[src/rtl/mult_div_unit_iter_if.sv]
// Handshake and result bundle between EX-stage control and the iterative multiplier.
interface mult_div_unit_iter_if #(
  parameter int unsigned WIDTH = 32
);
  logic             start;
  logic             sign;
  logic [WIDTH-1:0] in1;
  logic [WIDTH-1:0] in2;
  logic             flush;
  logic             stall;
  logic             busy;
  logic             done;
  logic [WIDTH-1:0] hi;
  logic [WIDTH-1:0] lo;

  modport master (
    output start, sign, in1, in2, flush,
    input  stall, busy, done, hi, lo
  );

  modport slave (
    input  start, sign, in1, in2, flush,
    output stall, busy, done, hi, lo
  );
endinterface

[src/rtl/mult_div_unit_iter.sv]
// Iterative shift-add 32x32 multiplier (mult/multu) writing a 64-bit product into hi/lo.
// Optional macro MULT_EARLY_TERM_EN ends iteration once the remaining multiplier bits are zero.
module mult_div_unit_iter #(
  parameter int unsigned WIDTH = 32,
  parameter int unsigned CNT_W = 6
) (
  input logic                  clk,
  input logic                  reset,
  mult_div_unit_iter_if.slave  bus
);

  typedef enum logic [1:0] {StIdle, StCalc, StFix} state_e;

  state_e               state_q, state_d;
  logic [2*WIDTH-1:0]   mcand_q;
  logic [2*WIDTH-1:0]   acc_q;
  logic [WIDTH-1:0]     mplier_q;
  logic [CNT_W-1:0]     cnt_q;
  logic                 neg_q;
  logic                 done_q;
  logic [WIDTH-1:0]     hi_q, lo_q;
  logic [WIDTH-1:0]     mag1, mag2;
  logic [2*WIDTH-1:0]   result;
  logic                 last_iter;

  // Magnitudes stay WIDTH-bit unsigned, so the most negative value maps onto itself.
  always_comb begin
    mag1 = (bus.sign && bus.in1[WIDTH-1]) ? (~bus.in1 + WIDTH'(1)) : bus.in1;
    mag2 = (bus.sign && bus.in2[WIDTH-1]) ? (~bus.in2 + WIDTH'(1)) : bus.in2;
    result = neg_q ? (~acc_q + (2*WIDTH)'(1)) : acc_q;
  end

`ifdef MULT_EARLY_TERM_EN
  assign last_iter = (mplier_q[WIDTH-1:1] == '0) || (cnt_q == CNT_W'(WIDTH - 1));
`else
  assign last_iter = (cnt_q == CNT_W'(WIDTH - 1));
`endif

  always_comb begin
    state_d = state_q;
    unique case (state_q)
      StIdle:  if (bus.start) state_d = StCalc;
      StCalc:  if (last_iter) state_d = StFix;
      StFix:   state_d = StIdle;
      default: state_d = StIdle;
    endcase
    if (bus.flush) state_d = StIdle;
  end

  always_ff @(posedge clk or posedge reset) begin
    if (reset) begin
      state_q  <= StIdle;
      mcand_q  <= '0;
      acc_q    <= '0;
      mplier_q <= '0;
      cnt_q    <= '0;
      neg_q    <= 1'b0;
      done_q   <= 1'b0;
      hi_q     <= '0;
      lo_q     <= '0;
    end else begin
      state_q <= state_d;
      done_q  <= (state_q == StFix) && !bus.flush;
      unique case (state_q)
        StIdle: begin
          if (bus.start && !bus.flush) begin
            mcand_q  <= {{WIDTH{1'b0}}, mag1};
            mplier_q <= mag2;
            neg_q    <= bus.sign & (bus.in1[WIDTH-1] ^ bus.in2[WIDTH-1]);
            acc_q    <= '0;
            cnt_q    <= '0;
          end
        end
        StCalc: begin
          // mcand_q is pre-shifted each step, equivalent to mcand << counter.
          if (mplier_q[0]) acc_q <= acc_q + mcand_q;
          mcand_q  <= mcand_q << 1;
          mplier_q <= mplier_q >> 1;
          cnt_q    <= cnt_q + CNT_W'(1);
        end
        StFix: begin
          if (!bus.flush) begin
            hi_q <= result[2*WIDTH-1:WIDTH];
            lo_q <= result[WIDTH-1:0];
          end
        end
        default: ;
      endcase
    end
  end

  assign bus.stall = (state_q == StIdle) ? bus.start : 1'b1;
  assign bus.busy  = (state_q != StIdle);
  assign bus.done  = done_q;
  assign bus.hi    = hi_q;
  assign bus.lo    = lo_q;

endmodule

[src/flat_wrapper.sv]
// flat-port wrapper written by rule: the top's interface ports become plain ports
module mult_div_unit_iter_flat 
#(
  parameter int unsigned WIDTH = 32,
  parameter int unsigned CNT_W = 6
)
  (clk, reset, bus_start, bus_sign, bus_in1, bus_in2, bus_flush, bus_stall, bus_busy, bus_done, bus_hi, bus_lo);
  mult_div_unit_iter_if #(.WIDTH(WIDTH)) bus_i ();
  input logic clk;
  input logic reset;
  input wire logic [$bits(bus_i.start)-1:0] bus_start;
  input wire logic [$bits(bus_i.sign)-1:0] bus_sign;
  input wire logic [$bits(bus_i.in1)-1:0] bus_in1;
  input wire logic [$bits(bus_i.in2)-1:0] bus_in2;
  input wire logic [$bits(bus_i.flush)-1:0] bus_flush;
  output wire logic [$bits(bus_i.stall)-1:0] bus_stall;
  output wire logic [$bits(bus_i.busy)-1:0] bus_busy;
  output wire logic [$bits(bus_i.done)-1:0] bus_done;
  output wire logic [$bits(bus_i.hi)-1:0] bus_hi;
  output wire logic [$bits(bus_i.lo)-1:0] bus_lo;
  assign bus_i.start = bus_start;
  assign bus_i.sign = bus_sign;
  assign bus_i.in1 = bus_in1;
  assign bus_i.in2 = bus_in2;
  assign bus_i.flush = bus_flush;
  assign bus_stall = bus_i.stall;
  assign bus_busy = bus_i.busy;
  assign bus_done = bus_i.done;
  assign bus_hi = bus_i.hi;
  assign bus_lo = bus_i.lo;
  mult_div_unit_iter #(.WIDTH(WIDTH), .CNT_W(CNT_W)) u_core (.clk(clk), .reset(reset), .bus(bus_i));
endmodule
[config.mk]
export PLATFORM = sky130hd
export DESIGN_NAME = mult_div_unit_iter_flat
export DESIGN_NICKNAME = d
export VERILOG_FILES = /design/src/rtl/mult_div_unit_iter_if.sv /design/src/rtl/mult_div_unit_iter.sv /design/src/flat_wrapper.sv
export SDC_FILE = /design/constraint.sdc
export NUM_CORES = 1
export LEC_CHECK = 0
export CORE_ASPECT_RATIO = 0.8
export CORE_MARGIN = 8
export CORE_UTILIZATION = 45
export DETAILED_ROUTE_END_ITERATION = 10
export PLACE_DENSITY = 0.74
export SETUP_SLACK_MARGIN = 0.05
export SLEW_MARGIN = 40
export SYNTH_ARGS = -nofsm -noshare
export SYNTH_HDL_FRONTEND = slang
export SYNTH_SLANG_ARGS = --single-unit
[constraint.sdc]
create_clock -name clk -period 10.1 [get_ports clk]
set_input_delay 3.03 -clock clk [delete_from_list [all_inputs] [get_ports clk]]
set_output_delay 3.03 -clock clk [all_outputs]
set_load 0.02 [all_outputs]
### Word-level counts from Yosys, hierarchy flattened

Cells that the tools add are included.

| word-level totals | value |
|---|---|
| logic and storage cells | 57 |
| bits in latches | 0 |
| memory bits (writable) | 0 |
| ROM bits | 0 |
| output and inout bits | 67 |
| memories | 0 |
| bits of input ports | 69 |
| register bits after elaboration | 234 |

| operators by class | value |
|---|---|
| bitwise operators | 6 |
| divide/modulo/power cells | 0 |
| magnitude comparators | 0 |
| equality and inequality tests | 7 |
| mux-type cells | 17 |
| add/sub/neg operators | 5 |
| reduce and logical (&&, ||, !) cells | 13 |
| multipliers | 0 |
| shift operators | 0 |

Operators with widths:

| cell | count |
|---|---|
| two-way mux 64 bit | 4 |
| one-hot mux 64 bit (2 select lines) | 2 |
| two-way mux 32 bit | 3 |
| adder 32 x 1 -> 32 bit (second input constant) | 2 |
| adder 64 x 1 -> 64 bit (second input constant) | 1 |
| adder 64 bit | 1 |
| inverter 32 bit | 2 |
| inverter 64 bit | 1 |
| one-hot mux 32 bit (2 select lines) | 1 |
| one-hot mux 6 bit (2 select lines) | 1 |
| AND reduction 2 bit | 4 |
| adder 6 x 1 -> 6 bit (second input constant) | 1 |
| equality test 6 x 5 -> 1 bit (second input constant) | 1 |
| two-way mux 2 bit | 3 |
| two-way mux 6 bit | 1 |
| logical AND 1 bit | 4 |
| != test 2 x 1 -> 1 bit (second input constant) | 2 |
| one-hot mux 2 bit (2 select lines) | 1 |
| nonzero test 2 bit | 2 |
| != test 3 x 2 -> 1 bit (second input constant) | 1 |
| != test 3 bit (second input constant) | 1 |
| AND reduction 3 bit | 1 |
| equality test 2 x 1 -> 1 bit (second input constant) | 1 |
| equality test 2 bit (second input constant) | 1 |
| 6 further kinds | 6 |

### Logic depth before layout (Yosys ltp)

Gate-level depths: netlist of the first run.

| depth | value |
|---|---|
| depth after elaboration | 5 |
| gate-level depth with buffers | 13 |
| gate-level depth less buffers | 13 |

### Worst setup path after synthesis of the first run

No wires, ideal clock.

| path | value |
|---|---|
| path kind | in2out |
| start | input port bus_start |
| end | output port bus_stall |
| required time | 7.070 ns |
| data arrival time | 3.433 ns |
| path slack | 3.637 ns |
| cell stages on the path | 1 |
| cells stage by stage | or3_1 |

| on the way | value |
|---|---|
| cells in the longest elaborated chain, start to end | 1 |

RTL lines:

| what | RTL line | source |
|---|---|---|
| start: declaration | flat_wrapper.sv:11 | `input wire logic [$bits(bus_i.start)-1:0] bus_start;` |
| two-way mux 1 bit | mult_div_unit_iter.sv:92 | `assign bus.stall = (state_q == StIdle) ? bus.start : 1'b1;` |
| end: declaration | flat_wrapper.sv:16 | `output wire logic [$bits(bus_i.stall)-1:0] bus_stall;` |

Every way passes these cells.

### Worst setup path after layout of the first run

Same ends and word-level chain as after synthesis.

==> out/results.tsv, run 1 <==
stage	metric	value	unit
run_status	outcome	finished clean	
clock_tree	cts_sinks	234	
finish	fillers	2944	
synth	ys_ff_latch	234	
synth	synth_fp_nets	1857	
finish	finalNonFillerCells	2239	
grt	grt.total_usage	0.199	
clock_tree	clkLatencyLatePin	0.53	ns
timing	fin_ws	2.77	ns
detailed_routing	drt_iter0_markers	1223	
grt	grt_pass1_wl	64800	um
hold_path	holdPathEnd	u_core.bus.lo[2]	
floorplan	die_y	178	um
floorplan	die-area	39100	um^2
clock_tree	post_cts_buffers	0	
detailed_routing	drt_first_pass_iters	6	
grt	grt_overflow	0	
placed_design	placedCellCount	2196	
finish	layout_commonest_cell	nand2_1	
clock_tree	cts_buffer_depth	3	
timing	max_freq	136	MHz
timing	worst_pin_slew	0.830	ns
critical_path	cp.arrival	4.30	ns
critical_path	r2r_slack	6.17	ns
critical_path	worstSetupStartpointType	input pin	
grt	grt_start_max_net_pins	130	
hold_path	hold_class	flip-flop to flip-flop	
finish	layout_common_cells	nand2_1 (248), o21ai_0 (240), dfrtp_1 (233)	
clock_tree	htree_num_levels	1	
synth	synthFlopType	dfrtp_1	
clock_tree	cts_tree	built	
critical_path	path_cells	clkdlybuf4s50_1, or3_1, clkdlybuf4s50_1	
finish	fin_nets	1934	
timing	setup_tns	0	ns
synth	ys_async_sr_fraction	1.00	
hold_path	hold_path_depth	2	
detailed_routing	wl_per_cell	17.8	um
timing	setup_viol	0	
synth	yosysUniqueCellTypes	67	
timing	fin_crit	7.33	ns
placed_design	place_ws	2.77	ns
synth	ys_warn_count	0	
power_and_ir_drop	max-vdd-ir-drop	0.000121	V
clock_tree	cts_resized	0	
critical_path	rr_worst_depth	11	
grt	antenna_found_initial	2	
detailed_routing	viasPerCell	5.77	
detailed_routing	vias	12900	
finish	drive_above_1_share	0.0430	
timing	skew	0.0146	ns
floorplan	io_pins	136	
timing	fin_crit_sh	0.726	
floorplan	initial_core_util	0.457	
synth	syn_area_per_cell	8.63	um^2
run	max_cap_violations	0	
detailed_routing	route.detailed.drc	0	
placed_design	gp_congestion	0.967	
placed_design	dpl.hpwl	29300	um
critical_path	endpoint_kind	primary output	
detailed_routing	postRouteAntennaNets	0	
timing	finalHoldViolations	0	
critical_path	path_common_cell	clkdlybuf4s50_1	
floorplan	core	32500	um^2
critical_path	path_max_fanout	2	
synth	yosysSeqAreaShare	0.395	
synth	synth_edf_count	0	
clock_tree	cts_hold_buf	0	
synth	syn_area	14800	um^2
synth	synthCells	1720	
critical_path	critPathKind	input pin to primary output	
floorplan	rows	59	
clock_tree	numCtsBuffers	26	
critical_path	crit_required	7.07	ns
critical_path	rr_startpoint	u_core.acc_q[1]	
timing	rsz0062_at_grt	no	
power_and_ir_drop	p_per_area	201	nW/um^2
power_and_ir_drop	leakagePower	7.61	nW
floorplan	die_x	219	um
clock_tree	root_buffer	clkbuf_16	
finish	num_antenna_cells	0	
timing	relSlewSlack	0.447	
timing	drv_slew	0	
critical_path	timing.critical_path.slowest_cell_delay	0.55	ns
placed_design	portBuffers	135	
clock_tree	cts.clk_slew.worst_paths	0.06	ns
finish	area_growth	16.8	%
critical_path	crit_slowest_cell	clkdlybuf4s50_1	
grt	grt_pass1_vias	12300	
critical_path	regToRegEndpoint	u_core.acc_q[45]	
detailed_routing	drt_wl_total	39900	um
hold_path	hp-start	u_core.bus.lo[2]	
-- worst max-delay path: cells and delay by family --
kind / cells / cell delay, ns
buffers and inverters: 2 / 0.96
and+or+nand+nor: 1 / 0.31
-- per-stage QoR --
step	power, mW	hold WS, ns	cell area (um^2)	utilization
2_1_floorplan	2.17	0.450	14800	-
3_3_place_gp	2.49	0.460	16500	0.507
3_5_place_dp	2.52	0.470	16500	0.507
4_1_cts	3.49	0.484	17300	0.534
5_1_grt	3.71	0.497	17300	0.534
6_report	3.49	0.476	17300	0.534
-- report_power, final --
group	leakage [nW]	internal (mW)	total, mW	switching [mW]
sequential	3.15	1.08	1.32	0.236
combinational	4.04	0.491	1.20	0.714
clock	0.416	0.583	0.960	0.377
total	7.61	2.16	3.49	1.33
-- how the worst max path moves through the flow --
stage | from | endpoint | slack (ns) | cells past startpoint
final | bus_start | bus_stall | 2.77 | 3
after global routing | bus_start | bus_stall | 2.72 | 3
after CTS | bus_start | bus_stall | 2.76 | 3
after detailed placement | bus_start | bus_stall | 2.77 | 3
after global placement | bus_start | bus_stall | 2.76 | 3
after floorplan | reset | u_core.acc_q[0] | 0.65 | 1
-- cell type report --
| class | count | area (um^2) | area share |
|---|---|---|---|
| clock buffer | 36 | 739 | 0.0426 |
| clock inverter | 7 | 116 | 0.00671 |
| inverter | 27 | 109 | 0.00628 |
| multi-input combinational | 1365 | 8550 | 0.493 |
| sequential | 234 | 5860 | 0.338 |
| tap | 427 | 534 | 0.0308 |
| timing repair buffer | 143 | 1430 | 0.0825 |
-- synthesized netlist by cell type, drive strengths merged (9+ instances only) --
master	n	area (um^2)
a21o	34	255
a21oi	127	639
a22o	38	333
a22oi	25	188
a31oi	15	93.8
and2	12	75.1
and3	13	81.3
clkbuf	86	323
dfrtp	234	5860
ha	67	838
inv	27	101
nand2	249	935
nand2b	9	56.3
nand3	22	115
nand4	13	81.3
nor2	102	385
nor3	24	120
nor4	16	130
o21ai	246	1230
o21bai	11	82.6
o31ai	26	200
o41ai	18	173
or2	10	67.6
or3	14	97.6
or4	14	113
xnor2	53	464
xor2	122	1070
-- logic make-up (layout without fill, tap and decap cells) --
group / Yosys count / after routing / share of synthesized area
simple gates: 517 / 517 / 0.161
compound gates: 599 / 599 / 0.248
mux: 6 / 6 / 0.00405
fa+ha+maj: 68 / 68 / 0.0578
buf+inv: 121 / 213 / 0.0311
xor+xnor: 175 / 175 / 0.103
flops: 234 / 234 / 0.395
-- sequential cells by signal, indices dropped and copies added, names as in the netlist --
name / flops
u_core.acc_q: 64
u_core.mcand_q: 64
u_core.bus.hi: 32
u_core.bus.lo: 32
u_core.mplier_q: 32
u_core.cnt_q: 6
u_core.state_q: 2
u_core.bus.done: 1
u_core.neg_q: 1
-- per-layer routing --
metal  vias to the layer above  GRT usage  share of wire
li1                       6367          -              -
met1                      6120      0.303           0.50
met2                       384      0.293           0.41
met3                        48     0.0310          0.067
met4                         4     0.0450          0.017
met5                         -          0        0.00058
No activity file was read; power rests on OpenSTA's default activity.
==> run 2: changes to the inputs <==
==> constraint.sdc (replaced) <==
create_clock -name clk -period 7.6 [get_ports clk]
set_input_delay 2.28 -clock clk [delete_from_list [all_inputs] [get_ports clk]]
set_output_delay 2.28 -clock clk [all_outputs]
set_load 0.02 [all_outputs]
==> run 2 against run 1 <==
Compared with the run above: sequential power increased by 33%; largest power group unchanged; via count increased by 0.72%; critical endpoint unchanged; worst hold slack got worse by 0.0013 ns.
==> out/results.tsv, run 2 (synthesized netlist as in run 1, its figures left out) <==
stage	metric	value	unit	change
run_status	outcome	finished clean		
detailed_routing	drt_iter0_markers	1093		-11%
grt	antenna_found_initial	4		+2
detailed_routing	vias	13000		+0.72%
power_and_ir_drop	leakagePower	7.68	nW	+0.97%
power_and_ir_drop	total_power	4.72	mW	+35%
clock_tree	cts_buffer_depth	3		unchanged
floorplan	rows	59		unchanged
critical_path	path_max_fanout	2		unchanged
placed_design	gp_congestion	0.919		-5.0%
placed_design	portBuffers	135		unchanged
floorplan	die_x	219	um	unchanged
critical_path	path_common_cell	clkdlybuf4s50_1		
grt	grt_overflow	0		unchanged
placed_design	place_ws	1.78	ns	-0.997 ns
floorplan	initial_core_util	0.457		unchanged
critical_path	crit_family	buffers and inverters		
detailed_routing	wl_per_cell	17.8	um	-0.20%
clock_tree	cts_tree	built		
run	max_cap_violations	0		unchanged
timing	worst_pin_slew	0.810	ns	-0.0200 ns
critical_path	crit_slowest_cell	clkdlybuf4s50_1		
timing	fin_ws	1.77	ns	-0.999 ns
detailed_routing	drt_wl_total	39900	um	about the same
finish	drive_above_1_share	0.0479		+0.00481
timing	relSlewSlack	0.460		+0.0133
finish	multi_input_area	8550	um^2	unchanged
floorplan	io_pins	136		unchanged
grt	grt_pass1_wl	65000	um	+0.29%
critical_path	critPathKind	input pin to primary output		
timing	fin_crit_sh	0.768		
clock_tree	cts.clk_slew.worst_paths	0.06	ns	about the same
critical_path	cp.arrival	3.55	ns	-0.75 ns
clock_tree	cts_hold_buf	0		unchanged
finish	finalNonFillerCells	2245		+0.27%
finish	reg_top3	u_core.acc_q (64), u_core.mcand_q (64)		
critical_path	timing.critical_path.slowest_cell_delay	0.55	ns	about the same
timing	drv_slew	0		unchanged
timing	setup_viol	0		unchanged
placed_design	placedCellCount	2199		+0.14%
finish	fin_nets	1938		+0.21%
timing	max_freq	171	MHz	
finish	layout_commonest_cell	nand2_1		
clock_tree	cts_sinks	234		unchanged
clock_tree	root_buffer	clkbuf_16		
clock_tree	numCtsBuffers	27		+3.8%
detailed_routing	viasPerCell	5.80		+0.45%
timing	skew	0.0126	ns	-0.00203 ns
critical_path	worstSetupStartpointType	input pin		
finish	fillers	2969		+0.85%
critical_path	crit_buf_inv	2		unchanged
clock_tree	post_cts_buffers	0		unchanged
timing	setup_tns	0	ns	unchanged
power_and_ir_drop	max-vdd-ir-drop	0.000141	V	+17%
floorplan	core	32500	um^2	unchanged
critical_path	path_cells	clkdlybuf4s50_1, or3_1, clkdlybuf4s50_1		
clock_tree	htree_num_levels	1		unchanged
finish	layout_common_cells	nand2_1 (248), o21ai_0 (240), dfrtp_1 (233)		
timing	hold_ws	0.474	ns	-0.00134 ns
finish	area_growth	17.8	%	
finish	seq_area	5860	um^2	about the same
finish	num_antenna_cells	0		unchanged
placed_design	dpl.hpwl	29600	um	+1.1%
critical_path	crit_required	5.32	ns	-1.75 ns
timing	finalHoldViolations	0		unchanged
power_and_ir_drop	p_per_area	270	nW/um^2	+34%
floorplan	die_y	178	um	unchanged
grt	grt.total_usage	0.200		+0.000502
grt	grt_pass1_vias	12300		+0.081%
clock_tree	cts_resized	0		unchanged
timing	fin_crit	5.83	ns	
detailed_routing	postRouteAntennaNets	0		unchanged
critical_path	endpoint_kind	primary output		
clock_tree	clkLatencyLatePin	0.53	ns	about the same
hold_path	hold_class	flip-flop to flip-flop		
detailed_routing	drt_first_pass_iters	5		-1
floorplan	die-area	39100	um^2	unchanged
grt	grt_start_max_net_pins	101		-22%
timing	rsz0062_at_grt	no		
detailed_routing	route.detailed.drc	0		unchanged
-- run 2: cell count changes in the layout (fill, tap and decap cells not counted), sizes merged --
cell	previous run	this run
inv	27	26
clkinv	3	6
clkinvlp	1	2
bufinv	3	5
buf	8	11
clkbuf	36	34
-- run 2: worst paths after layout --
kind,start,to,slack [ns],cells past startpoint
setup reg to reg,u_core.acc_q[1],u_core.acc_q[45],3.72,11
max in group asynchronous,reset,u_core.mplier_q[8],4.63,4
setup / recovery,bus_start,bus_stall,1.77,3
hold reg to reg,u_core.bus.hi[9],u_core.bus.hi[9],0.47,2
min in group asynchronous,reset,u_core.bus.lo[9],2.03,2
hold / removal,u_core.bus.hi[9],u_core.bus.hi[9],0.47,2
-- run 2: power breakdown --
part           internal, mW  switching [mW]
clock network         0.853           0.509
logic                 0.660           0.953
registers              1.44           0.304
total                  2.95            1.77
-- run 2: final cells by class --
class | instances | area share
clock buffer | 34 | 0.0424
clock inverter | 12 | 0.0107
inverter | 27 | 0.00601
multi-input combinational | 1365 | 0.489
sequential | 234 | 0.335
tap | 427 | 0.0306
timing repair buffer | 146 | 0.0864
-- run 2: stage by stage --
step | utilization | instance area [um^2]
6_report | 0.538 | 17500
5_1_grt | 0.538 | 17500
4_1_cts | 0.538 | 17500
3_5_place_dp | 0.510 | 16600
3_3_place_gp | 0.507 | 16500
2_1_floorplan | - | 14800
-- run 2: layer usage --
layer / track usage / wire length (um)
met2: 0.290 / 16200
met1: 0.308 / 20000
met3: 0.0300 / 2920
met4: 0.0416 / 717
met5: 0 / 40
-- run 2: worst register-to-register path, stage by stage, from the launching register on --
cell	delay, ns
dfrtp_1	0.59
ha_1	0.33
a211o_1	0.30
o211ai_1	0.16
a211oi_1	0.19
nor3b_1	0.31
o21ai_0	0.23
a221oi_1	0.60
o21ai_0	0.36
a221oi_1	0.42
xor2_1	0.18
o21ai_0	0.08
==> run 3: changes to the inputs <==
==> constraint.sdc (replaced) <==
create_clock -name clk -period 5.7 [get_ports clk]
set_input_delay 1.71 -clock clk [delete_from_list [all_inputs] [get_ports clk]]
set_output_delay 1.71 -clock clk [all_outputs]
set_load 0.02 [all_outputs]
==> run 3 against run 2 <==
Compared with the run above: global-route usage about the same; highest routed layer unchanged; worst hold slack gained 0.0018 ns; register-to-register slack worse by 1.9 ns; critical endpoint unchanged; critical path type unchanged; die area did not move; routed wire length rose by 0.29%; clock-buffer cell count unchanged; first-iteration DRC count about the same.
==> out/results.tsv, run 3 (synthesized netlist as in run 1, its figures left out) <==
stage	metric	value	unit	change
run_status	outcome	finished clean		
grt	grt_start_max_net_pins	101		unchanged
floorplan	rows	59		unchanged
floorplan	initial_core_util	0.457		unchanged
clock_tree	cts_hold_buf	0		unchanged
timing	fin_crit_sh	0.823		
power_and_ir_drop	max-vdd-ir-drop	0.000230	V	+63%
critical_path	worstSetupStartpointType	input pin		
timing	fin_ws	1.01	ns	-0.759 ns
timing	finalHoldViolations	0		unchanged
floorplan	die_y	178	um	unchanged
placed_design	gp_congestion	0.952		+3.5%
grt	grt_pass1_wl	64900	um	-0.16%
finish	num_antenna_cells	0		unchanged
detailed_routing	wl_per_cell	17.8	um	+0.24%
finish	fillers	2991		+0.74%
timing	skew	0.0180	ns	+0.00543 ns
finish	drive_above_1_share	0.0478		about the same
critical_path	endpoint_kind	primary output		
detailed_routing	postRouteAntennaNets	0		unchanged
clock_tree	clkLatencyLatePin	0.53	ns	about the same
critical_path	path_cells	clkdlybuf4s50_1, or3_1, clkdlybuf4s50_1		
detailed_routing	vias	13100		+0.66%
timing	fin_crit	4.69	ns	
clock_tree	numCtsBuffers	27		unchanged
critical_path	crit_slowest_cell	clkdlybuf4s50_1		
finish	layout_commonest_cell	nand2_1		
timing	relSlewSlack	0.461		+0.000660
finish	fin_nets	1940		+0.10%
floorplan	core	32500	um^2	unchanged
timing	worst_pin_slew	0.809	ns	-0.000989 ns
timing	hold_ws	0.476	ns	+0.00183 ns
floorplan	io_pins	136		unchanged
clock_tree	cts_tree	built		
clock_tree	root_buffer	clkbuf_16		
critical_path	timing.critical_path.slowest_cell_delay	0.55	ns	about the same
finish	reg_top3	u_core.acc_q (64), u_core.mcand_q (64)		
finish	area_growth	17.2	%	
detailed_routing	drt_wl_total	40000	um	+0.29%
critical_path	crit_required	3.99	ns	-1.33 ns
floorplan	die-area	39100	um^2	unchanged
timing	setup_viol	0		unchanged
critical_path	critPathKind	input pin to primary output		
clock_tree	cts.clk_slew.worst_paths	0.06	ns	about the same
finish	layout_common_cells	nand2_1 (248), o21ai_0 (240), dfrtp_1 (233)		
grt	grt_pass1_vias	12400		+0.96%
placed_design	portBuffers	135		unchanged
critical_path	rr_startpoint	u_core.acc_q[15]		
detailed_routing	route.detailed.drc	0		unchanged
detailed_routing	viasPerCell	5.83		+0.62%
grt	grt.total_usage	0.199		-0.000247
placed_design	dpl.hpwl	29600	um	-0.16%
clock_tree	htree_num_levels	1		unchanged
timing	setup_tns	0	ns	unchanged
finish	seq_area	5860	um^2	about the same
hold_path	hp-start	u_core.bus.lo[11]		
grt	grt_overflow	0		unchanged
detailed_routing	drt_first_pass_iters	5		unchanged
detailed_routing	drt_iter0_markers	1094		+0.091%
power_and_ir_drop	p_per_area	352	nW/um^2	+31%
critical_path	path_common_cell	clkdlybuf4s50_1		
timing	drv_slew	0		unchanged
grt	antenna_found_initial	3		-1
clock_tree	cts_sinks	234		unchanged
clock_tree	cts_buffer_depth	3		unchanged
critical_path	path_max_fanout	2		unchanged
timing	max_freq	213	MHz	
finish	multi_input_area	8550	um^2	about the same
critical_path	cp.arrival	2.98	ns	-0.57 ns
clock_tree	post_cts_buffers	0		unchanged
finish	utilization	0.535		-0.00297
run	max_cap_violations	0		unchanged
clock_tree	cts_resized	0		unchanged
power_and_ir_drop	leakagePower	7.63	nW	-0.63%
floorplan	die_x	219	um	unchanged
placed_design	place_ws	0.896	ns	-0.882 ns
timing	rsz0062_at_grt	no		
critical_path	startpoint	bus_start		
hold_path	hold_class	flip-flop to flip-flop		
==> run 3: final timing paths <==
check	slack, ns	end	depth (start not counted)
setup / recovery	1.01	bus_stall	3
hold / removal	0.48	u_core.bus.lo[11]	2
setup reg to reg	1.87	u_core.acc_q[52]	11
hold reg to reg	0.48	u_core.bus.lo[11]	2
max in group asynchronous	3.02	u_core.mplier_q[2]	4
min in group asynchronous	1.47	u_core.bus.lo[14]	2
==> run 3: cell type report <==
type	instances	share of cell area
Tap cell	427	0.0307
Sequential cell	234	0.337
Inverter	27	0.00604
Clock inverter	11	0.00525
Timing Repair Buffer	148	0.0868
Multi-Input combinational cell	1365	0.492
Clock buffer	34	0.0427
==> run 3: worst max-delay path, delay by kind of cell <==
family,cells,cell delay (ns)
buffers and inverters,2,0.96
AND/OR/NAND/NOR,1,0.31
==> run 3: metal layers <==
metal	up-vias	routed length, um	part of all wire	global-route usage
li1	6373	-	-	-
met1	6229	19200	0.48	0.296
met2	442	16700	0.42	0.297
met3	52	3260	0.082	0.0366
met4	6	728	0.018	0.0453
met5	-	32	0.00080	0
==> run 3: power by group <==
part / internal, mW / switching, mW / total [mW]
Sequential: 1.92 / 0.415 / 2.34
Clock: 0.958 / 0.679 / 1.64
Combinational: 0.878 / 1.28 / 2.15
==> run 3: metrics by stage <==
step | total power, mW | area, um^2 | instances
6_report | 6.13 | 17400 | 2246
5_1_grt | 6.53 | 17400 | 2246
2_1_floorplan | 3.85 | 14800 | 1720
3_5_place_dp | 4.49 | 16500 | 2200
4_1_cts | 6.14 | 17400 | 2245
3_3_place_gp | 4.42 | 16500 | 2199
==> RTL edit (flow settings as in run 2) <==
The option `MULT_EARLY_TERM_EN` is turned on by a define.
--- a/src/rtl/mult_div_unit_iter.sv
+++ b/src/rtl/mult_div_unit_iter.sv
@@ -1,5 +1,7 @@
 // Iterative shift-add 32x32 multiplier (mult/multu) writing a 64-bit product into hi/lo.
 // Optional macro MULT_EARLY_TERM_EN ends iteration once the remaining multiplier bits are zero.
+`define MULT_EARLY_TERM_EN
+
 module mult_div_unit_iter #(
   parameter int unsigned WIDTH = 32,
   parameter int unsigned CNT_W = 6
Function: changed (Yosys sat finds a counterexample within 4 cycles, from zero or initial values and one cycle with reset high).
==> RTL edit against run 2 <==
Final area grew 1.3%; total power increased by 21%; global-route usage increased by 0.52 points; sequential cell count unchanged; worst setup slack improved by 0.0040 ns; wire length grew 4.5%; synthesized area increased by 1.6%; maximum frequency barely moved; highest routed layer unchanged.
==> RTL edit: results (changes against run 2) <==
routing:
  drt_iter0_markers: 1213  # +11%
  wire_per_inst_um: 18.22  # +2.6%
  wl_met1_um: 20520  # +2.7%
  wl_met3_um: 2975  # +1.9%
finish:
  instances_no_fill: 2287  # +1.9%
  buffer_area_frac: 0.08231  # -0.004060
  multi_input_area_share: 0.4949  # +0.005968
  clkbuf_count: 36  # +5.9%
  multi_input_cells: 1389  # +1.8%
  area_growth_pct: 17.41
  n_fill_cell: 3084  # +3.9%
  antennaDiodeCount: 2  # +2
run_status:
  run_status: "complete, no violations"
placed_design:
  hpwl_um: 30940  # +4.4%
  dp_cells: 2237  # +1.7%
  place_congestion: 0.9767  # +6.2%
  post-place-ws_ns: 1.772  # -0.005700 ns
synthesis:
  synthAdderAreaFrac: 0.05691  # -0.0009210
  yosys-mux-area-fraction: 0.002074  # -0.001972
  synth.top_cell.area_share: 0.3882  # -0.006283
  yosys.area_share.xor_xnor: 0.1045  # +0.001259
  synth_common_cells: "251 x o21ai_0, 234 x dfrtp_1, 234 x nand2_1"
  synth_fp_nets: 1894  # +2.0%
sta:
  hold_ws_ns: 0.4768  # +0.002353 ns
  fin_skew_ns: 0.01567  # +0.003090 ns
  worst_pin_slew_ns: 0.8100  # +0.0004951 ns
grt:
  gr-usage-met1: 0.3123  # +0.004498
  grt_pass1_vias: 12930  # +5.1%
  globalRouteMet2Util: 0.2994  # +0.009045
  globalRouteMet3Util: 0.03322  # +0.003221
clock_network:
  cts_buffers: 26  # -3.7%
pwr:
  static-leakage-power_nw: 7.665  # -0.19%
setup_path:
  r2r_setup_slack_ns: 3.06  # -0.66 ns
RTL edit: cell types whose count changed in the layout (fill, tap and decap cells not counted), moves of 7 or more:
| cell | change |
|---|---|
| xor2_1 | -17 |
| nand4_1 | +15 |
| o21bai_1 | +7 |
| xnor2_1 | +22 |
| o21ai_0 | +11 |
| a22oi_1 | +8 |
| nand2_1 | -15 |
| inv_1 | +7 |
RTL edit: logic make-up after synthesis:
logic type               count (synthesis)
AO/OA/AOI/OAI                          622
AND/OR/NAND/NOR                        516
flip-flops                             234
XOR/XNOR                               180
buffers and inverters                  134
adder cells (fa/ha/maj)                 68
multiplexers                             3
RTL edit: critical path: stages:
cell             delay (ns)
clkdlybuf4s50_1        0.41
or3_1                  0.31
clkdlybuf4s50_1        0.56
RTL edit: power breakdown:
group,switching [W],internal [W]
logic,0.00137,0.000969
clock network,0.000528,0.000852
registers,0.000386,0.00160
total,0.00229,0.00342
